**config.mk**
```make
export PLATFORM = sky130hd
export DESIGN_NAME = regfile_dump_flat
export DESIGN_NICKNAME = d
export VERILOG_FILES = /design/src/rtl/regfile_dump_if.sv /design/src/rtl/regfile_dump.sv /design/src/flat_wrapper.sv
export SDC_FILE = /design/constraint.sdc
export NUM_CORES = 1
export LEC_CHECK = 0
export ABC_AREA = 1
export ABC_CLOCK_PERIOD_IN_PS = 1700
export CAP_MARGIN = 20
export CORE_MARGIN = 3
export CORE_UTILIZATION = 45
export DETAILED_ROUTE_END_ITERATION = 12
export PLACE_DENSITY_LB_ADDON = 0.05
export SLEW_MARGIN = 20
export SYNTH_ARGS = -nofsm -noshare
export SYNTH_HDL_FRONTEND = slang
export SYNTH_SLANG_ARGS = --single-unit
export TNS_END_PERCENT = 100
```
**constraint.sdc**
```tcl
create_clock -name clk -period 1.7 [get_ports clk]
set_input_delay 0.34 -clock clk [delete_from_list [all_inputs] [get_ports clk]]
set_output_delay 0.34 -clock clk [all_outputs]
set_load 0.1 [all_outputs]
```
**src/rtl/regfile_dump_if.sv**
```systemverilog
// Output beat stream of regfile_dump: one register value per beat, valid/ready handshake.
interface regfile_dump_if;
  logic        dout_valid;
  logic        dout_ready;
  logic [31:0] dout_data;
  logic [4:0]  dout_addr;
  logic        dout_last;

  modport master (output dout_valid, dout_data, dout_addr, dout_last, input dout_ready);
  modport slave  (input dout_valid, dout_data, dout_addr, dout_last, output dout_ready);
endinterface

```
**src/rtl/regfile_dump.sv**
```systemverilog
// Streams register-file entries FIRST_REG..LAST_REG out as handshaked beats.
// Optional running checksum output dump_sum when REGFILE_DUMP_CHECKSUM_EN is defined.
module regfile_dump #(
  parameter int FIRST_REG = 0,
  parameter int LAST_REG  = 31
) (
  input  logic           clk,
  input  logic           rst_n,
  input  logic           start,
  input  logic           abort,
  output logic [4:0]     rf_rdAddr,
  input  logic [31:0]    rf_rdData,
  regfile_dump_if.master dout,
  output logic           busy,
  output logic           done
`ifdef REGFILE_DUMP_CHECKSUM_EN
  , output logic [31:0]  dump_sum
`endif
);

  if (FIRST_REG < 0 || FIRST_REG > LAST_REG || LAST_REG > 31) begin : g_bad_range
    $error("regfile_dump: requires 0 <= FIRST_REG <= LAST_REG <= 31");
  end

  localparam logic [4:0] FIRST = 5'(FIRST_REG);
  localparam logic [4:0] LAST  = 5'(LAST_REG);

  typedef enum logic [2:0] {IDLE, ISSUE, WAIT, SEND, FIN} state_e;

  state_e      state_q;
  logic [4:0]  idx_q;
  logic [4:0]  rd_addr_q;
  logic        valid_q;
  logic [31:0] data_q;
  logic [4:0]  addr_q;
  logic        last_q;
  logic        busy_q;
  logic        done_q;
  logic        accept;
`ifdef REGFILE_DUMP_CHECKSUM_EN
  logic [31:0] sum_q;
`endif

  assign accept = valid_q & dout.dout_ready;

  always_ff @(posedge clk or negedge rst_n) begin
    if (!rst_n) begin
      state_q   <= IDLE;
      idx_q     <= '0;
      rd_addr_q <= '0;
      valid_q   <= 1'b0;
      data_q    <= '0;
      addr_q    <= '0;
      last_q    <= 1'b0;
      busy_q    <= 1'b0;
      done_q    <= 1'b0;
`ifdef REGFILE_DUMP_CHECKSUM_EN
      sum_q     <= '0;
`endif
    end else begin
      done_q <= 1'b0;
      // Abort overrides every transition, including a simultaneous start.
      if (abort && state_q != IDLE) begin
        state_q   <= IDLE;
        busy_q    <= 1'b0;
        valid_q   <= 1'b0;
        rd_addr_q <= '0;
      end else begin
        unique case (state_q)
          IDLE: begin
            if (start && !abort) begin
              state_q   <= ISSUE;
              idx_q     <= FIRST;
              rd_addr_q <= FIRST;
              busy_q    <= 1'b1;
`ifdef REGFILE_DUMP_CHECKSUM_EN
              sum_q     <= '0;
`endif
            end
          end
          ISSUE: state_q <= WAIT;
          WAIT: begin
            state_q <= SEND;
            valid_q <= 1'b1;
            data_q  <= rf_rdData;
            addr_q  <= idx_q;
            last_q  <= (idx_q == LAST);
          end
          SEND: begin
            if (accept) begin
              valid_q <= 1'b0;
`ifdef REGFILE_DUMP_CHECKSUM_EN
              sum_q   <= sum_q + data_q;
`endif
              if (idx_q == LAST) begin
                state_q <= FIN;
                done_q  <= 1'b1;
              end else begin
                state_q   <= ISSUE;
                idx_q     <= idx_q + 5'd1;
                rd_addr_q <= idx_q + 5'd1;
              end
            end
          end
          FIN: begin
            state_q   <= IDLE;
            busy_q    <= 1'b0;
            rd_addr_q <= '0;
          end
          default: state_q <= IDLE;
        endcase
      end
    end
  end

  assign rf_rdAddr       = rd_addr_q;
  assign dout.dout_valid = valid_q;
  assign dout.dout_data  = data_q;
  assign dout.dout_addr  = addr_q;
  assign dout.dout_last  = last_q;
  assign busy            = busy_q;
  assign done            = done_q;
`ifdef REGFILE_DUMP_CHECKSUM_EN
  assign dump_sum        = sum_q;
`endif

endmodule
```
**src/flat_wrapper.sv**
```systemverilog
// flat-port wrapper written by rule: the top's interface ports become plain ports
module regfile_dump_flat 
#(
  parameter int FIRST_REG = 0,
  parameter int LAST_REG  = 31
)
  (clk, rst_n, start, abort, rf_rdAddr, rf_rdData, busy, done, dout_dout_valid, dout_dout_data, dout_dout_addr, dout_dout_last, dout_dout_ready);
  regfile_dump_if dout_i ();
  input  logic clk;
  input  logic rst_n;
  input  logic start;
  input  logic abort;
  output logic [4:0] rf_rdAddr;
  input  logic [31:0] rf_rdData;
  output logic busy;
  output logic done;
  output wire logic [$bits(dout_i.dout_valid)-1:0] dout_dout_valid;
  output wire logic [$bits(dout_i.dout_data)-1:0] dout_dout_data;
  output wire logic [$bits(dout_i.dout_addr)-1:0] dout_dout_addr;
  output wire logic [$bits(dout_i.dout_last)-1:0] dout_dout_last;
  input wire logic [$bits(dout_i.dout_ready)-1:0] dout_dout_ready;
  assign dout_dout_valid = dout_i.dout_valid;
  assign dout_dout_data = dout_i.dout_data;
  assign dout_dout_addr = dout_i.dout_addr;
  assign dout_dout_last = dout_i.dout_last;
  assign dout_i.dout_ready = dout_dout_ready;
  regfile_dump #(.FIRST_REG(FIRST_REG), .LAST_REG(LAST_REG)) u_core (.clk(clk), .rst_n(rst_n), .start(start), .abort(abort), .rf_rdAddr(rf_rdAddr), .rf_rdData(rf_rdData), .dout(dout_i), .busy(busy), .done(done));
endmodule
```
==> flow_summary.yaml, run 1 <==
worst_setup_path:
  start_kind: "register"
  cp_slowest_cell: "dfrtp_1"
  r2r_setup_slack_ns: 0.07
  crit_chain: "ha_2 -> nand2_1 -> nor2_1 -> ha_2 -> inv_1 -> nor2_2 -> nand2_2 -> nand2_2 -> nor2_4 -> nand2_1 -> nand2_1"
  critPathTopFamily: "simple AND/OR/NAND/NOR gates"
  r2r_start: "u_core.idx_q[0]"
  cp.buffers_inverters: 1
  crit_required_ns: 1.90
  timing.rr.end: "u_core.rf_rdAddr[1]"
  worstPathArrival_ns: 1.83
  rr_worst_depth: 11
  crit_path_max_incr_delay_ns: 0.39
  crit_path_end_kind: "register"
  path_common_cell: "nand2_1"
  worstSetupPathType: "reg -> reg"
  path_max_fanout: 4
drt:
  vias_per_cell: 4.75
  drc_errors: 0
  wl_mm: 5.62
  drtIter0Drc: 75
  ant_nets: 0
  drt_pass1_iterations: 4
  vias: 1768
  wl_per_cell_um: 15.1
cells_and_area:
  drive_above_1_share_pct: 37.7
  multi_input_area_um2: 986
  nNetsFinal: 340
  antenna_cells: 0
  n_fill_cell: 306
  regArea_mm2: 0.00135
  finalNonFillerCells: 372
  area_growth_pct: 64.2
global_route:
  grt_max_degree: 55
  antenna_found_initial: 0
  grt_pass1_wl_mm: 9.19
  first_global_vias: 1725
  grt_use_total_pct: 18.7
  overflow: 0
sta:
  period_minus_slack_ns: 1.63
  slew_viol_final: 0
  setup_violations: 0
  slew_headroom_pct: 81.0
  finalCritPeriodShare_pct: 95.7
  fin_worst_skew_ns: 0.00611
  max_freq_mhz: 614
  worst_pin_slew_ns: 0.285
  hold_viol: 0
  hold_ws_ns: 0.0193
synthesis:
  yosys_warnings: 0
  synth_seq_area_share_pct: 55.6
  syn-mean-instance-area_um2: 11.8
  synth_nets: 245
  ys.flop_type: "dfrtp_1"
  synth.ff_latch_count: 54
  synth_cells: 206
  synth-edff-count: 0
  ys_types: 19
  async_flop_share_pct: 100
  synthesis.area_mm2: 0.00243
cts:
  cts_tree: "built"
  htreeDepth: 2
  cts_made_buffers: 5
  cts.clk_slew.worst_paths_ns: 0.10
  postCtsHoldBufs: 0
  cts-root-buf: "clkbuf_8"
  cts_buffer_depth: 2
  clk_latency_ns: 0.30
  clkSinkCount: 54
floorplan:
  fp.dieH_um: 79.5
  die_area_mm2: 0.00632
  pin_count: 83
  start_util_pct: 47.0
  core.rowCount: 26
  fp.coreArea_mm2: 0.00517
  die_x_um: 79.5
placement:
  gp_congestion: 0.841
  dp.cells: 362
  hpwl_mm: 4.12
  io_buffer_count: 82
run:
  cap_violations: 0
status:
  outcome: "complete, no violations"
min_path:
  hp-class: "in -> async"
-- layer usage --
layer / global-route usage, % / part of all wire (%) / vias up
met5: 0 / 0 / -
li1: - / - / 857
met1: 25.7 / 44 / 839
met2: 30.2 / 49 / 68
met3: 4.06 / 6.0 / 4
met4: 4.64 / 0.94 / 0
-- worst max path at each step --
stage	startpoint	to	slack [ns]	cells after the start
after CTS	u_core.idx_q[0]	u_core.rf_rdAddr[1]	0.03	11
after global routing	u_core.idx_q[0]	u_core.rf_rdAddr[3]	-0.09	11
after detailed placement	abort	u_core.rf_rdAddr[1]	-0.02	9
after floorplan	u_core.idx_q[0]	u_core.rf_rdAddr[3]	0.25	11
after global placement	abort	u_core.dout.dout_data[7]	0.02	5
final	u_core.idx_q[0]	u_core.rf_rdAddr[1]	0.07	11
-- flip-flops by register name, summed over array words and instances (netlist names) --
name	cells
u_core.idx_q	5
u_core.busy	1
u_core.dout.dout_valid	1
u_core.done	1
u_core.dout.dout_addr	5
u_core.dout.dout_data	32
u_core.state_q	3
u_core.rf_rdAddr	5
u_core.dout.dout_last	1
-- placed cells by master (no fill, tap or decap) --
cell type        instances
buf_12                  49
dfrtp_1                 53
mux2_2                   1
nand3_1                  5
nand2_2                  4
nor3_1                   1
a221oi_1                 1
dfrtp_2                  1
o21ai_0                  9
a21oi_1                  2
nand4_1                  1
clkdlybuf4s50_1         35
inv_6                    1
nand2_1                 51
nor2_1                  13
buf_4                    7
ha_2                     2
buf_2                    1
inv_1                   17
clkinv_2                 1
clkbuf_8                 5
nor2_2                   3
nor2_4                   2
nand3_2                  1
nand3_4                  1
mux2_4                  34
bufinv_16                1
-- layout make-up --
class                      count  share of cell area (%)
clock buffer                   5                    1.72
inverter                      17                    1.60
multi-input combinational    131                    24.7
tap                           70                    2.19
clock inverter                 3                    1.10
sequential                    54                    33.9
timing repair buffer          92                    34.8
-- cell usage after synthesis, types with 2 or more instances --
master,n,area (um2)
buf_6,4,45.0
dfrtp_1,54,1350
nand2_1,54,203
nand3_1,5,25.0
nor2_1,14,52.6
ha_1,2,25.0
o21ai_0,9,45.0
inv_1,17,63.8
mux2_4,34,510
a21oi_1,2,10.0
nor2_4,2,22.5
nor2_2,2,12.5
-- through the flow --
step	TNS (ns)	worst slack, ns	instance area, um2	utilization (%)
after global placement	0	0.0155	3850	74.4
final	0	0.0725	3990	77.2
after CTS	0	0.0313	3960	76.6
after floorplan	0	0.252	2430	-
after detailed placement	-0.0818	-0.0191	3850	74.4
after global routing	-0.426	-0.0913	3990	77.2
-- logic make-up (layout without fill, tap and decap cells) --
family	after synthesis	count (layout)	synth area share (%)
simple gates	82	82	14.8
flops	54	54	55.6
mux	35	35	21.5
buf+inv	21	117	4.48
compound gates	12	12	2.62
fa+ha+maj	2	2	1.03
-- worst reg2reg max path: cells and delay by family, from the launching register on --
family	cells	cell delay (ns)
adders and majority gates	2	0.42
DFF	1	0.39
buffers and inverters	1	0.06
and+or+nand+nor	8	0.63
-- repair_timing --
item	4_1_cts	5_1_grt
setup endpoints to repair	0	11
buffers inserted	0	2
resized for setup	0	6
Power of run 1 is left out: the tool's default activity adds up to more than one toggle a clock period on the data nets, which glitch-free logic cannot reach.
==> run 2: changes to the inputs <==
--- a/config.mk
+++ b/config.mk
@@ -7,10 +7,11 @@
 export LEC_CHECK = 0
 export ABC_AREA = 1
 export ABC_CLOCK_PERIOD_IN_PS = 1700
-export CAP_MARGIN = 20
-export CORE_MARGIN = 3
+export CAP_MARGIN = 10
+export CORE_MARGIN = 1.5
 export CORE_UTILIZATION = 45
 export DETAILED_ROUTE_END_ITERATION = 12
+export HOLD_SLACK_MARGIN = 0.1
 export PLACE_DENSITY_LB_ADDON = 0.05
 export SLEW_MARGIN = 20
 export SYNTH_ARGS = -nofsm -noshare
==> flow_summary.yaml, run 2 (synthesized netlist as in run 1, its figures left out) <==
cells_and_area:
  finalNonFillerCells: 371
  largest_reg_flops: 32
  area_growth_pct: 64.7
  final_common_cell: "dfrtp_1"
  nNetsFinal: 339
  antenna_cells: 0
  final_cell_mix: "dfrtp_1 (53), nand2_1 (51), buf_12 (50), clkdlybuf4s50_1 (35), mux2_4 (34)"
  drive_above_1_share_pct: 37.2
  fin_util_pct: 77.4
worst_setup_path:
  crit_chain: "ha_2 -> nand2_1 -> nor2_1 -> ha_2 -> inv_1 -> nor2_2 -> nand2_2 -> nand2_2 -> nor2_4 -> nand2_1 -> nand2_1"
  crit_path_end_kind: "register"
  start_kind: "register"
  path_common_cell: "nand2_1"
  path_max_fanout: 4
  timing.rr.end: "u_core.rf_rdAddr[4]"
  r2r_start: "u_core.idx_q[0]"
  critPathTopFamily: "simple AND/OR/NAND/NOR gates"
  crit_start: "u_core.idx_q[0]"
  worstSetupPathType: "reg -> reg"
  crit_path_max_incr_delay_ns: 0.37
  rr_worst_depth: 11
  crit_required_ns: 1.91
  r2r_setup_slack_ns: 0.15
  worstPathArrival_ns: 1.76
  cp_slowest_cell: "dfrtp_1"
  cp.buffers_inverters: 1
drt:
  wl_mm: 5.10
  m1WireLength_mm: 2.37
  vias_per_cell: 4.72
  drt_pass1_iterations: 6
  drtIter0Drc: 48
  wl_met3_um: 244
  vias: 1750
  wl_per_cell_um: 13.8
  met2_length_mm: 2.43
  ant_nets: 0
  drc_errors: 0
  top_layer_used: "met4"
cts:
  cts_tree: "built"
  cts-root-buf: "clkbuf_8"
  clkSinkCount: 54
  cts_made_buffers: 5
  htreeDepth: 2
  clk_latency_ns: 0.31
  cts_buffer_depth: 2
  cts.clk_slew.worst_paths_ns: 0.10
sta:
  hold_ws_ns: 0.476
  setup_violations: 0
  worst_pin_slew_ns: 0.392
  max_freq_mhz: 645
  layout_setup_ws_ns: 0.150
  finalCritPeriodShare_pct: 91.2
  slew_viol_final: 0
  hold_viol: 0
  slew_headroom_pct: 73.9
  fin_worst_skew_ns: 0.00542
  period_minus_slack_ns: 1.55
placement:
  place_ws_ns: 0.00619
  dp.cells: 361
  hpwl_mm: 3.79
  io_buffer_count: 82
  gp_congestion: 0.922
floorplan:
  fp.dieH_um: 76.5
  fp.coreArea_mm2: 0.00517
  start_util_pct: 47.0
  die_x_um: 76.5
  core.rowCount: 26
  pin_count: 83
  die_area_mm2: 0.00585
status:
  outcome: "complete, no violations"
global_route:
  grt_max_degree: 39
  antenna_found_initial: 0
  first_global_vias: 1730
  grt_pass1_wl_mm: 8.66
  overflow: 0
  grt_use_total_pct: 18.8
run:
  cap_violations: 0
min_path:
  hp-class: "in -> async"
run 2: per-layer routing:
metal / vias to the layer above / global-route usage [%]
li1: 858 / -
met1: 825 / 25.4
met2: 62 / 29.9
met3: 5 / 4.91
met4: 0 / 5.56
met5: - / 0
run 2: repair_timing:
item | 4_1_cts | 5_1_grt
hold buffers | 1 | 0
setup buffers | 0 | 1
setup endpoints to repair | 0 | 11
endpoints found under the hold margin | 16 | 0
resized for setup | 0 | 6
run 2: metrics by stage:
stage               cell area, um2  setup TNS [ns]
finish                        4000               0
CTS                           3980               0
global route                  4000         -0.0957
floorplan                     2430               0
global placement              3850               0
detailed placement            3850               0
run 2: worst max path at each step:
stage / end / slack (ns) / cells past startpoint
global route: u_core.rf_rdAddr[0] / -0.02 / 10
finish: u_core.rf_rdAddr[4] / 0.15 / 11
CTS: u_core.rf_rdAddr[3] / 0.01 / 11
global placement: u_core.dout.dout_data[6] / 0.02 / 5
detailed placement: u_core.dout.dout_data[23] / 0.006 / 5
floorplan: u_core.rf_rdAddr[3] / 0.25 / 11
run 2: cell type report:
cell class / instances / area (um2)
Timing Repair Buffer: 91 / 1400
Clock inverter: 3 / 48.8
Clock buffer: 5 / 68.8
Multi-Input combinational cell: 131 / 986
Inverter: 17 / 63.8
Tap cell: 70 / 87.6
Sequential cell: 54 / 1350
Fill cell: 309 / 1170
run 2: worst register-to-register path, delay by kind of cell, from the launching register on:
family,cells,cell delay [ns]
and+or+nand+nor,8,0.60
adders and majority gates,2,0.40
DFF,1,0.37
buffers and inverters,1,0.08
Power of run 2 is left out for the same reason.
==> run 3: changes to the inputs <==
--- a/config.mk
+++ b/config.mk
@@ -11,9 +11,10 @@
 export CORE_MARGIN = 1.5
 export CORE_UTILIZATION = 45
 export DETAILED_ROUTE_END_ITERATION = 12
+export GPL_TIMING_DRIVEN = 0
 export HOLD_SLACK_MARGIN = 0.1
 export PLACE_DENSITY_LB_ADDON = 0.05
-export SLEW_MARGIN = 20
+export SLEW_MARGIN = 40
 export SYNTH_ARGS = -nofsm -noshare
 export SYNTH_HDL_FRONTEND = slang
 export SYNTH_SLANG_ARGS = --single-unit
==> flow_summary.yaml, run 3 (synthesized netlist as in run 1, its figures left out) <==
status:
  outcome: "complete, no violations"
sta:
  finalCritPeriodShare_pct: 91.7
  worst_pin_slew_ns: 0.503
  slew_viol_final: 0
  setup_violations: 0
  max_freq_mhz: 641
  layout_setup_ws_ns: 0.140
  fin_worst_skew_ns: 0.00437
  slew_headroom_pct: 66.7
  period_minus_slack_ns: 1.56
  hold_viol: 0
cells_and_area:
  final_common_cell: "dfrtp_1"
  final_cell_mix: "dfrtp_1 (53), nand2_1 (52), buf_2 (46), clkdlybuf4s50_1 (35), mux2_4 (34)"
  finalNonFillerCells: 370
  design_area_mm2: 0.00326
  antenna_cells: 0
  n_fill_cell: 429
  nNetsFinal: 338
  drive_above_1_share_pct: 36.3
  area_growth_pct: 34.0
  largest_reg_flops: 32
placement:
  hpwl_mm: 3.36
  io_buffer_count: 82
  place_ws_ns: -0.0374
  gp_congestion: 0.841
  dp.cells: 359
  post_dp_cell_area_mm2: 0.00313
cts:
  cts_buffer_depth: 2
  cts.clk_slew.worst_paths_ns: 0.09
  htreeDepth: 2
  clkSinkCount: 54
  cts-root-buf: "clkbuf_8"
  clk_latency_ns: 0.30
  cts_made_buffers: 5
  cts_tree: "built"
global_route:
  antenna_found_initial: 0
  overflow: 0
  gr-usage-met2_pct: 26.6
  use_met1_pct: 23.7
  grt_pass1_wl_mm: 7.88
  first_global_vias: 1629
  use_met3_pct: 2.87
  top_usage_layer: "met2"
  grt_use_total_pct: 16.8
  grt_max_degree: 41
drt:
  ant_nets: 0
  vias: 1712
  wl_per_cell_um: 12.8
  vias_per_cell: 4.63
  wl_mm: 4.74
  drtIter0Drc: 26
  drc_errors: 0
  drt_pass1_iterations: 6
floorplan:
  pin_count: 83
  core.rowCount: 26
  fp.coreArea_mm2: 0.00517
  die_area_mm2: 0.00585
  start_util_pct: 47.0
  die_x_um: 76.5
  fp.dieH_um: 76.5
worst_setup_path:
  worstPathArrival_ns: 1.76
  rr_worst_depth: 11
  timing.rr.end: "u_core.rf_rdAddr[4]"
  r2r_start: "u_core.idx_q[1]"
  worstSetupPathType: "reg -> reg"
  r2r_setup_slack_ns: 0.14
  crit_required_ns: 1.90
  start_kind: "register"
  crit_path_end_kind: "register"
  crit_start: "u_core.idx_q[1]"
  path_max_fanout: 4
run:
  cap_violations: 0
min_path:
  hp-class: "in -> async"
-- run 3: stage by stage --
step                      setup TNS [ns]  hold WS [ns]  utilization [%]
after floorplan                        0        0.0444                -
after global placement            -79.86         0.457             64.6
after detailed placement          -0.781         0.210             60.5
after CTS                              0         0.426             62.7
after global routing            -0.00579         0.453             63.0
final                                  0         0.436             63.0
-- run 3: final cells by class --
cell class	count	area [um2]	share of cell area [%]
sequential	54	1350	41.5
multi-input combinational	131	983	30.2
timing repair buffer	86	633	19.4
tap	70	87.6	2.69
clock buffer	7	86.3	2.65
inverter	17	63.8	1.96
buffer	4	45.0	1.38
clock inverter	1	5.00	0.154
-- run 3: worst max path at each step --
stage | to | depth (start not counted)
finish | u_core.rf_rdAddr[4] | 11
global route | u_core.rf_rdAddr[1] | 11
CTS | u_core.rf_rdAddr[4] | 11
detailed placement | u_core.idx_q[2] | 8
global placement | u_core.dout.dout_valid | 1
floorplan | u_core.rf_rdAddr[3] | 11
-- run 3: routing by layer --
metal / vias to the layer above / wire length (um)
li1: 853 / -
met1: 804 / 2380
met2: 51 / 2130
met3: 4 / 179
met4: 0 / 54
met5: - / 0
-- run 3: timing repair --
item / 4_1_cts / 5_1_grt
gates resized for setup: 0 / 5
hold endpoints to repair: 14 / 0
setup buffers: 2 / 0
setup endpoints to repair: 3 / 6
hold buffers: 1 / 0
pin swaps: 0 / 1
-- run 3: worst max-delay path, stage by stage, from the launching register on --
cell,delay (ns)
dfrtp_1,0.38
ha_2,0.20
nand2_1,0.05
nor2_1,0.11
ha_2,0.21
inv_1,0.07
nor2_2,0.11
nand2_2,0.08
nand2_2,0.09
nor2_4,0.04
nand2_1,0.06
nand2_1,0.05
Power of run 3 is left out for the same reason.
